File: src/rtl/sar_adc_ctrl_if.sv
// Bundle of signals between the SAR controller, the analog front-end
// (comparator, capacitive DAC, input mux) and the sample consumer.
// The master modport is the controller; the slave modport is its environment.
interface sar_adc_ctrl_if #(
  parameter int WIDTH = 10,
  parameter int NCH   = 4
);
  localparam int CH_W = (NCH > 1) ? $clog2(NCH) : 1;

  logic            start;
  logic            mode;
  logic [CH_W-1:0] ch_sel;
  logic            cmp;
  logic            sample;
  logic [CH_W-1:0] ch_mux;
  logic [WIDTH-1:0] dac_code;
  logic            busy;
  logic [WIDTH-1:0] dout;
  logic [CH_W-1:0] dout_ch;
  logic            dout_valid;
  logic            eoc;

  modport master (
    input  start, mode, ch_sel, cmp,
    output sample, ch_mux, dac_code, busy, dout, dout_ch, dout_valid, eoc
  );

  modport slave (
    output start, mode, ch_sel, cmp,
    input  sample, ch_mux, dac_code, busy, dout, dout_ch, dout_valid, eoc
  );
endinterface

File: src/rtl/sar_adc_ctrl.sv
// Parametrised SAR conversion controller: track/hold, MSB-first binary
// search against an external comparator, single-channel or round-robin scan.
// Optional build macro SAR_ADC_AVG_EN: four conversions per channel averaged.
//
// Request semantics: start is a level sampled only while the FSM is IDLE;
// the edge that sees start=1 in IDLE accepts the request. While busy=1 start
// is ignored and nothing is queued. dout_valid and eoc are single-cycle
// pulses with no back-pressure; the consumer must take dout when they fire.
module sar_adc_ctrl #(
  parameter int WIDTH      = 10,
  parameter int NCH        = 4,
  parameter int SAMPLE_CYC = 2
) (
  input  logic        clk,
  input  logic        rst,
  sar_adc_ctrl_if.master bus,
  output logic [1:0]  state_o
);
  localparam int CH_W    = (NCH > 1) ? $clog2(NCH) : 1;
  localparam int CNT_MAX = (WIDTH > SAMPLE_CYC) ? WIDTH : SAMPLE_CYC;
  localparam int CNT_W   = $clog2(CNT_MAX + 1);

  typedef enum logic [1:0] {
    IDLE    = 2'd0,
    SAMPLE  = 2'd1,
    CONVERT = 2'd2,
    DONE    = 2'd3
  } state_t;

  state_t            state_q, state_d;
  logic [CNT_W-1:0]  cnt_q, cnt_d;     // sample-cycle count or bit step
  logic [CH_W-1:0]   ch_q, ch_d;
  logic              mode_q, mode_d;
  logic [WIDTH-1:0]  res_q, res_d;
  logic              sample_q, sample_d;
  logic [CH_W-1:0]   ch_mux_q, ch_mux_d;
  logic [WIDTH-1:0]  dac_q, dac_d;
  logic              busy_q, busy_d;
  logic [WIDTH-1:0]  dout_q, dout_d;
  logic [CH_W-1:0]   dout_ch_q, dout_ch_d;
  logic              dv_q, dv_d;
  logic              eoc_q, eoc_d;
  logic [WIDTH-1:0]  res_nx;
  logic [WIDTH-1:0]  result_val;
  logic              finish_ch;
  logic [CH_W-1:0]   ch_start;
`ifdef SAR_ADC_AVG_EN
  logic [1:0]        rep_q, rep_d;
  logic [WIDTH+1:0]  acc_q, acc_d;
  logic [WIDTH+1:0]  acc_sum;
`endif

  // One-hot trial bit for step k, MSB first.
  function automatic logic [WIDTH-1:0] trial_bit(input logic [CNT_W-1:0] k);
    logic [WIDTH-1:0] m;
    m = '0;
    for (int i = 0; i < WIDTH; i++) begin
      if (CNT_W'(i) == k) m[WIDTH-1-i] = 1'b1;
    end
    return m;
  endfunction

  // Next-state and registered-output values.
  always_comb begin
    state_d    = state_q;
    cnt_d      = cnt_q;
    ch_d       = ch_q;
    mode_d     = mode_q;
    res_d      = res_q;
    sample_d   = 1'b0;
    ch_mux_d   = ch_mux_q;
    dac_d      = '0;
    busy_d     = 1'b0;
    dout_d     = dout_q;
    dout_ch_d  = dout_ch_q;
    dv_d       = 1'b0;
    eoc_d      = 1'b0;
    res_nx     = res_q;
    result_val = res_q;
    finish_ch  = 1'b0;
    ch_start   = (int'(bus.ch_sel) > NCH - 1) ? CH_W'(NCH - 1) : bus.ch_sel;
`ifdef SAR_ADC_AVG_EN
    rep_d      = rep_q;
    acc_d      = acc_q;
    acc_sum    = acc_q;
`endif
    case (state_q)
      IDLE: begin
        if (bus.start) begin
          mode_d   = bus.mode;
          ch_d     = bus.mode ? '0 : ch_start;
          ch_mux_d = bus.mode ? '0 : ch_start;
          state_d  = SAMPLE;
          cnt_d    = '0;
          sample_d = 1'b1;
          busy_d   = 1'b1;
`ifdef SAR_ADC_AVG_EN
          rep_d    = '0;
          acc_d    = '0;
`endif
        end
      end
      SAMPLE: begin
        busy_d = 1'b1;
        if (cnt_q == CNT_W'(SAMPLE_CYC - 1)) begin
          state_d = CONVERT;
          cnt_d   = '0;
          res_d   = '0;
          dac_d   = trial_bit('0);
        end else begin
          cnt_d    = cnt_q + 1'b1;
          sample_d = 1'b1;
        end
      end
      CONVERT: begin
        busy_d = 1'b1;
        // The trial code currently on the DAC is kept only if vin >= it.
        res_nx = bus.cmp ? dac_q : res_q;
        res_d  = res_nx;
        if (cnt_q == CNT_W'(WIDTH - 1)) begin
`ifdef SAR_ADC_AVG_EN
          acc_sum = acc_q + {2'b00, res_nx};
          if (rep_q == 2'd3) begin
            finish_ch  = 1'b1;
            result_val = acc_sum[WIDTH+1:2];
          end else begin
            rep_d    = rep_q + 1'b1;
            acc_d    = acc_sum;
            state_d  = SAMPLE;
            cnt_d    = '0;
            sample_d = 1'b1;
          end
`else
          finish_ch  = 1'b1;
          result_val = res_nx;
`endif
          if (finish_ch) begin
            state_d   = DONE;
            dout_d    = result_val;
            dout_ch_d = ch_q;
            dv_d      = 1'b1;
            eoc_d     = !mode_q || (ch_q == CH_W'(NCH - 1));
          end
        end else begin
          cnt_d = cnt_q + 1'b1;
          dac_d = res_nx | trial_bit(CNT_W'(cnt_q + 1'b1));
        end
      end
      DONE: begin
        if (mode_q && (ch_q != CH_W'(NCH - 1))) begin
          ch_d     = ch_q + 1'b1;
          ch_mux_d = ch_q + 1'b1;
          state_d  = SAMPLE;
          cnt_d    = '0;
          sample_d = 1'b1;
          busy_d   = 1'b1;
`ifdef SAR_ADC_AVG_EN
          rep_d    = '0;
          acc_d    = '0;
`endif
        end else begin
          state_d = IDLE;
        end
      end
      default: state_d = IDLE;
    endcase
  end

  // State and output registers with synchronous reset.
  always_ff @(posedge clk) begin
    if (rst) begin
      state_q   <= IDLE;
      cnt_q     <= '0;
      ch_q      <= '0;
      mode_q    <= 1'b0;
      res_q     <= '0;
      sample_q  <= 1'b0;
      ch_mux_q  <= '0;
      dac_q     <= '0;
      busy_q    <= 1'b0;
      dout_q    <= '0;
      dout_ch_q <= '0;
      dv_q      <= 1'b0;
      eoc_q     <= 1'b0;
`ifdef SAR_ADC_AVG_EN
      rep_q     <= '0;
      acc_q     <= '0;
`endif
    end else begin
      state_q   <= state_d;
      cnt_q     <= cnt_d;
      ch_q      <= ch_d;
      mode_q    <= mode_d;
      res_q     <= res_d;
      sample_q  <= sample_d;
      ch_mux_q  <= ch_mux_d;
      dac_q     <= dac_d;
      busy_q    <= busy_d;
      dout_q    <= dout_d;
      dout_ch_q <= dout_ch_d;
      dv_q      <= dv_d;
      eoc_q     <= eoc_d;
`ifdef SAR_ADC_AVG_EN
      rep_q     <= rep_d;
      acc_q     <= acc_d;
`endif
    end
  end

  assign bus.sample     = sample_q;
  assign bus.ch_mux     = ch_mux_q;
  assign bus.dac_code   = dac_q;
  assign bus.busy       = busy_q;
  assign bus.dout       = dout_q;
  assign bus.dout_ch    = dout_ch_q;
  assign bus.dout_valid = dv_q;
  assign bus.eoc        = eoc_q;
  assign state_o        = state_q;
endmodule

File: src/flat_wrapper.sv
// flat-port wrapper written by rule: the top's interface ports become plain ports
module sar_adc_ctrl_flat 
#(
  parameter int WIDTH      = 10,
  parameter int NCH        = 4,
  parameter int SAMPLE_CYC = 2
)
  (clk, rst, state_o, bus_start, bus_mode, bus_ch_sel, bus_cmp, bus_sample, bus_ch_mux, bus_dac_code, bus_busy, bus_dout, bus_dout_ch, bus_dout_valid, bus_eoc);
  sar_adc_ctrl_if #(.WIDTH(WIDTH), .NCH(NCH)) bus_i ();
  input  logic clk;
  input  logic rst;
  output logic [1:0] state_o;
  input wire logic [$bits(bus_i.start)-1:0] bus_start;
  input wire logic [$bits(bus_i.mode)-1:0] bus_mode;
  input wire logic [$bits(bus_i.ch_sel)-1:0] bus_ch_sel;
  input wire logic [$bits(bus_i.cmp)-1:0] bus_cmp;
  output wire logic [$bits(bus_i.sample)-1:0] bus_sample;
  output wire logic [$bits(bus_i.ch_mux)-1:0] bus_ch_mux;
  output wire logic [$bits(bus_i.dac_code)-1:0] bus_dac_code;
  output wire logic [$bits(bus_i.busy)-1:0] bus_busy;
  output wire logic [$bits(bus_i.dout)-1:0] bus_dout;
  output wire logic [$bits(bus_i.dout_ch)-1:0] bus_dout_ch;
  output wire logic [$bits(bus_i.dout_valid)-1:0] bus_dout_valid;
  output wire logic [$bits(bus_i.eoc)-1:0] bus_eoc;
  assign bus_i.start = bus_start;
  assign bus_i.mode = bus_mode;
  assign bus_i.ch_sel = bus_ch_sel;
  assign bus_i.cmp = bus_cmp;
  assign bus_sample = bus_i.sample;
  assign bus_ch_mux = bus_i.ch_mux;
  assign bus_dac_code = bus_i.dac_code;
  assign bus_busy = bus_i.busy;
  assign bus_dout = bus_i.dout;
  assign bus_dout_ch = bus_i.dout_ch;
  assign bus_dout_valid = bus_i.dout_valid;
  assign bus_eoc = bus_i.eoc;
  sar_adc_ctrl #(.WIDTH(WIDTH), .NCH(NCH), .SAMPLE_CYC(SAMPLE_CYC)) u_core (.clk(clk), .rst(rst), .bus(bus_i), .state_o(state_o));
endmodule
File: config.mk
export PLATFORM = sky130hd
export DESIGN_NAME = sar_adc_ctrl_flat
export DESIGN_NICKNAME = d
export VERILOG_FILES = /design/src/rtl/sar_adc_ctrl_if.sv /design/src/rtl/sar_adc_ctrl.sv /design/src/flat_wrapper.sv
export SDC_FILE = /design/constraint.sdc
export NUM_CORES = 1
export LEC_CHECK = 0
export CORE_MARGIN = 1
export CORE_UTILIZATION = 52
export CTS_CLUSTER_DIAMETER = 40
export DETAILED_ROUTE_END_ITERATION = 6
export HOLD_SLACK_MARGIN = 0.08
export PLACE_DENSITY = 0.79
export SLEW_MARGIN = 30
export SYNTH_ARGS = -nofsm -noshare
export SYNTH_HDL_FRONTEND = slang
export SYNTH_SLANG_ARGS = --single-unit
File: constraint.sdc
create_clock -name clk -period 2.13 [get_ports clk]
set_input_delay 0.426 -clock clk [delete_from_list [all_inputs] [get_ports clk]]
set_output_delay 0.426 -clock clk [all_outputs]
set_load 0.05 [all_outputs]
==> impl_metrics.tcl, run 1 <==
set metrics [dict create \
    p_switching_uw 913 \
    clockBufferDepth 2 \
    synth_most_common_cell "dfxtp_1" \
    cp.buffers_inverters 1 \
    finalPower_uw 2410 \
    wl_per_cell_um 14.2 \
    seqPwrFrac 0.397 \
    slowest_delay_ns 0.84 \
    rows 22 \
    finalNetCount 274 \
    cts_resized 0 \
    coreArea_um2 3770 \
    grt_max_degree 31 \
    holdPathStages 2 \
    hold_ws_ns 0.462 \
    dr.pass1.iters 4 \
    final_max_slew_viol_count 0 \
    synth_seq_area_share 0.428 \
    start_util 0.558 \
    synthArstFlopShare 0 \
    ys_top_cells_by_count "45 x dfxtp_1, 19 x nand2_1, 18 x a21oi_1" \
    tritoncts "yes" \
    overflow 0 \
    drive_gt1_frac 0.105 \
    setup_slack_ns 0.129 \
    crit_family "buffers and inverters" \
    antenna_found_initial 0 \
    cp_data_arrival_time_ns 1.58 \
    dp_slack_ns 0.233 \
    die_area_um2 4300 \
    design_area_um2 2590 \
    htreeDepth 2 \
    via_per_inst 5.66 \
    path_cells "clkdlybuf4s50_1" \
    cts_buffers 5 \
    worst_slew_pin_slew_ns 0.506 \
    path_class "flop to output port" \
    synth_fp_nets 240 \
    synth_top_area_frac 0.428 \
    grt_use_total 0.222 \
    relSlewSlack 0.662 \
    cts_setup_buffers 0 \
    power.internal_uw 1490 \
    clkTransAtPathRegs_ns 0.09 \
    drc 0 \
    ios 37 \
    power-per-cell-area_nw_per_um2 929 \
    finalSetupViolCount 0 \
    synth_area_um2 2100 \
    gp_congestion 0.818 \
    ys_top_cells_by_area "dfxtp_1 43%, ha_1 5.9%, a211oi_1 4.6%" \
    holdCritPathClass "flop to flop" \
    hpwlAfterDp_um 3170 \
    swShare 0.380 \
    syn_inst 223 \
    yosysTopAreaCell "dfxtp_1" \
    status "complete, no violations" \
    drtIter0Drc 110 \
    place_area_um2 2490 \
    rsz0062_at_grt "no" \
    end_kind "output port" \
    maxCapViolCount 0 \
    hold_viol 0 \
    finalCritPeriodShare 0.939 \
    cp.required_ns 1.70 \
    finClkSkew_ns 0.00506 \
    max_freq_ghz 0.500 \
    leakage_uw 0.000936 \
    die_w_um 65.6 \
    cp_max_fo 6 \
    grt_pass1_wl_um 7400 \
    synth_area_per_cell_um2 9.43 \
    synth_ff_type "dfxtp_1" \
    ys_types 50 \
    reg2reg_depth 5 \
    path_depth 1 \
    syn2layout_area_growth_pct 23.1 \
    ant_nets 0 \
    ys_warn_count 0 \
    clkLatencyLatePin_ns 0.30 \
    drt_wl_total_um 4340 \
    cts_sinks 45 \
    synth_edf_count 0 \
    die_y_um 65.6 \
    grt_pass1_vias 1622 \
    numPortBuffers 36 \
    multi_input_comb_area_um2 1110 \
    seq_area_um2 901 \
    fill_cells 324 \
    ir_worst_vdd_uv 666 \
    startpoint_type "flop" \
    p_clk_frac 0.229 \
    pwr-share-comb 0.375 \
    via_count 1732 \
    finalSetupTns_ns 0 \
    fin_crit_ns 2.00 \
    cts-root-buf "clkbuf_8" \
    holdBufCountCts 0 \
    slowest_stage "clkdlybuf4s50_1" \
    ys_seq_elements 45 \
    num_antenna_cells 0 \
]
-- power by group through the flow --
stage / logic [µW] / registers (µW) / clock network [µW]
6_report: 901 / 954 / 550
3_3_place_gp: 883 / 973 / 0
5_1_grt: 977 / 964 / 592
2_1_floorplan: 505 / 1140 / 0
3_5_place_dp: 891 / 975 / 0
4_1_cts: 899 / 955 / 561
-- logic make-up after synthesis --
logic type | after synthesis | share of synthesized area
flops | 45 | 0.428
simple gates | 70 | 0.179
mux | 11 | 0.0535
fa+ha+maj | 10 | 0.0595
compound gates | 66 | 0.234
buf+inv | 21 | 0.0452
-- through the flow --
step                 util  std cells
CTS                 0.686        306
detailed placement  0.661        298
finish              0.686        306
global placement    0.661        298
floorplan               -        223
global route        0.686        306
-- layout by cell type (no fill, tap or decap), drive strengths merged, types with 2 or more instances in the layout --
cell type | Yosys | final
nor2b | 4 | 4
buf | 9 | 5
or2b | 2 | 2
a21oi | 20 | 20
a21boi | 2 | 2
a31oi | 2 | 2
nor3 | 4 | 4
mux2i | 9 | 9
clkinv | 0 | 2
ha | 10 | 10
o41ai | 2 | 2
nand3 | 6 | 6
a311oi | 2 | 2
nand2 | 19 | 19
clkbuf | 5 | 6
nand2b | 2 | 2
nor2 | 18 | 18
or3b | 2 | 2
clkdlybuf4s50 | 0 | 36
mux2 | 2 | 2
dfxtp | 45 | 45
a32o | 9 | 9
o21ai | 4 | 4
a211oi | 14 | 14
nand4 | 2 | 2
inv | 7 | 7
o32ai | 2 | 2
or3 | 3 | 3
-- sequential cells by signal, summed over array words and instances, names as in the netlist --
name	count
u_core.bus.dout_valid	1
u_core.mode_q	1
u_core.cnt_q	4
u_core.bus.dout	10
u_core.state_o	2
u_core.ch_q	2
u_core.bus.busy	1
u_core.bus.dac_code	10
u_core.res_q	10
u_core.bus.eoc	1
u_core.bus.dout_ch	2
u_core.bus.sample	1
-- worst reg2reg max path, delay by kind of cell (launching register included) --
kind	cells	cell delay [ns]
compound gates	3	0.53
fa+ha+maj	1	0.33
flops	1	0.47
simple gates	1	0.44
-- per-layer routing --
layer	share of wire	track usage	wire [µm]
met5	0	0	0
met4	0.011	0.0679	48
met3	0.035	0.0382	153
met2	0.47	0.376	2050
met1	0.48	0.286	2090
-- path summary, 6_finish.rpt --
path	end	slack, ns	from
min	u_core.bus.dout_ch[0]	0.46	u_core.bus.dout_ch[0]
min reg2reg	u_core.bus.dout_ch[0]	0.46	u_core.bus.dout_ch[0]
max	state_o[0]	0.13	u_core.state_o[0]
max reg2reg	u_core.res_q[2]	0.25	u_core.cnt_q[0]
-- area by class of cell --
class / instances / area share
Tap cell: 48 / 0.0232
Inverter: 7 / 0.0101
Multi-Input combinational cell: 157 / 0.428
Clock inverter: 2 / 0.00532
Clock buffer: 6 / 0.0319
Timing Repair Buffer: 41 / 0.154
Sequential cell: 45 / 0.348
Power figures use the tool's default switching activity.
==> inputs of run 2 (changes only) <==
Settings changed: CELL_PAD_IN_SITES_DETAIL_PLACEMENT from default to 1, CELL_PAD_IN_SITES_GLOBAL_PLACEMENT from default to 1, CORE_UTILIZATION 52 to 43, PLACE_DENSITY 0.79 to default, PLACE_DENSITY_LB_ADDON from default to 0.1, RECOVER_POWER from default to 25.
Clock period 2.13 ns to 2.4 ns, I/O delays scaled along.
==> run 2 against run 1 <==
Sequential share of layout area fell by 0.18 points. Total power fell by 9.7%. Global-route usage about the same. Via count increased by 4.8%. Cell count rose by 5.9%. Die area rose by 20%. Largest power group unchanged.
==> impl_metrics.tcl, run 2 (synthesized netlist as in run 1, its figures left out) <==
set metrics [dict create \
    leakage_uw 0.000949 \
    overflow 0 \
    grt_use_total 0.222 \
    layout_common_cells "45 x dfxtp_1, 29 x clkdlybuf4s50_1, 19 x nand2_1" \
    antenna_found_initial 0 \
    die_y_um 71.9 \
    finalSetupViolCount 0 \
    clkLatencyLatePin_ns 0.31 \
    finalSetupTns_ns 0 \
    slowest_stage "clkdlybuf4s50_1" \
    place_area_um2 2510 \
    fill_cells 551 \
    hpwlAfterDp_um 4080 \
    dr.pass1.iters 4 \
    drive_gt1_frac 0.0973 \
    setup_slack_ns 0.304 \
    power-per-cell-area_nw_per_um2 834 \
    grt_pass1_vias 1837 \
    drtIter0Drc 70 \
    clockBufferDepth 2 \
    cp_max_fo 5 \
    hold_viol 0 \
    grt_pass1_wl_um 8820 \
    ios 37 \
    max_freq_ghz 0.477 \
    numPortBuffers 36 \
    die_w_um 71.9 \
    status "complete, no violations" \
    cp.required_ns 1.92 \
    cts_sinks 45 \
    final_max_slew_viol_count 0 \
    p_switching_uw 857 \
    finalCritPeriodShare 0.873 \
    htreeDepth 2 \
    end_kind "output port" \
    final_common_cell "dfxtp_1" \
    via_count 1816 \
    drt_wl_total_um 5550 \
    grt_max_degree 31 \
    finalNetCount 273 \
    rsz0062_at_grt "no" \
    reg2reg_setup_slack_ns 0.31 \
    pwr-share-comb 0.376 \
    clkTransAtPathRegs_ns 0.09 \
    hold_ws_ns 0.462 \
    relSlewSlack 0.648 \
    ant_nets 0 \
    dp_slack_ns 0.340 \
    p_clk_frac 0.231 \
    worst_slew_pin_slew_ns 0.522 \
    gp_congestion 0.852 \
    path_class "flop to output port" \
    holdBufCountCts 0 \
    rows 25 \
    slowest_delay_ns 0.85 \
    wl_per_cell_um 17.1 \
    tritoncts "yes" \
    power.internal_uw 1310 \
    maxCapViolCount 0 \
    start_util 0.445 \
    cts-root-buf "clkbuf_8" \
    die_area_um2 5170 \
    cts_resized 0 \
    crit_family "buffers and inverters" \
    via_per_inst 5.60 \
    path_cells "clkdlybuf4s50_1" \
    holdCritPathClass "flop to flop" \
    seqPwrFrac 0.393 \
    fin_crit_ns 2.10 \
    finClkSkew_ns 0.0114 \
    ir_worst_vdd_uv 571 \
    drc 0 \
    coreArea_um2 4720 \
    swShare 0.395 \
    cts_buffers 5 \
    cp.buffers_inverters 1 \
    syn2layout_area_growth_pct 23.7 \
    design_area_um2 2600 \
    startpoint_type "flop" \
    cts_setup_buffers 0 \
    cp_data_arrival_time_ns 1.62 \
    num_antenna_cells 0 \
]
-- run 2: cell count changes in the layout (fill, tap and decap cells not counted) --
cell             change
or3b_1               +1
clkdlybuf4s50_1      -7
dlygate4sd3_1        +7
buf_4                -1
or3b_4               -1
-- run 2: layout make-up --
class	instances	area, µm²	share of cell area
Sequential cell	45	901	0.346
Clock inverter	2	13.8	0.00529
Inverter	7	26.3	0.0101
Clock buffer	6	82.6	0.0317
Timing Repair Buffer	40	390	0.150
Tap cell	67	83.8	0.0322
Multi-Input combinational cell	157	1100	0.425
-- run 2: routing by layer --
layer / track usage / share of wire
met1: 0.274 / 0.45
met2: 0.381 / 0.49
met5: 0 / 0
met3: 0.0375 / 0.028
met4: 0.100 / 0.027
-- run 2: tightest hold or removal path: stages (launching register included) --
cell and delay (ns):
dfxtp_1 0.32, nand2_1 0.05, a21oi_1 0.05
-- run 2: final timing paths --
check,startpoint,endpoint,cells after the start
setup / recovery,u_core.ch_q[0],bus_ch_mux[0],1
hold / removal,u_core.bus.dout_ch[1],u_core.bus.dout_ch[1],2
setup reg to reg,u_core.cnt_q[1],u_core.cnt_q[3],6
hold reg to reg,u_core.bus.dout_ch[1],u_core.bus.dout_ch[1],2
-- run 2: power groups by stage --
stage / registers (µW) / logic [µW] / clock network, µW
after global placement: 867 / 804 / 0
after CTS: 854 / 828 / 511
final: 853 / 817 / 501
after detailed placement: 872 / 824 / 0
after floorplan: 1010 / 448 / 0
after global routing: 859 / 877 / 535
-- run 2: through the flow --
step | total power, µW | utilization | cells
2_1_floorplan | 1460 | - | 223
3_3_place_gp | 1670 | 0.531 | 316
3_5_place_dp | 1700 | 0.531 | 316
4_1_cts | 2190 | 0.552 | 324
5_1_grt | 2270 | 0.551 | 324
6_report | 2170 | 0.551 | 324
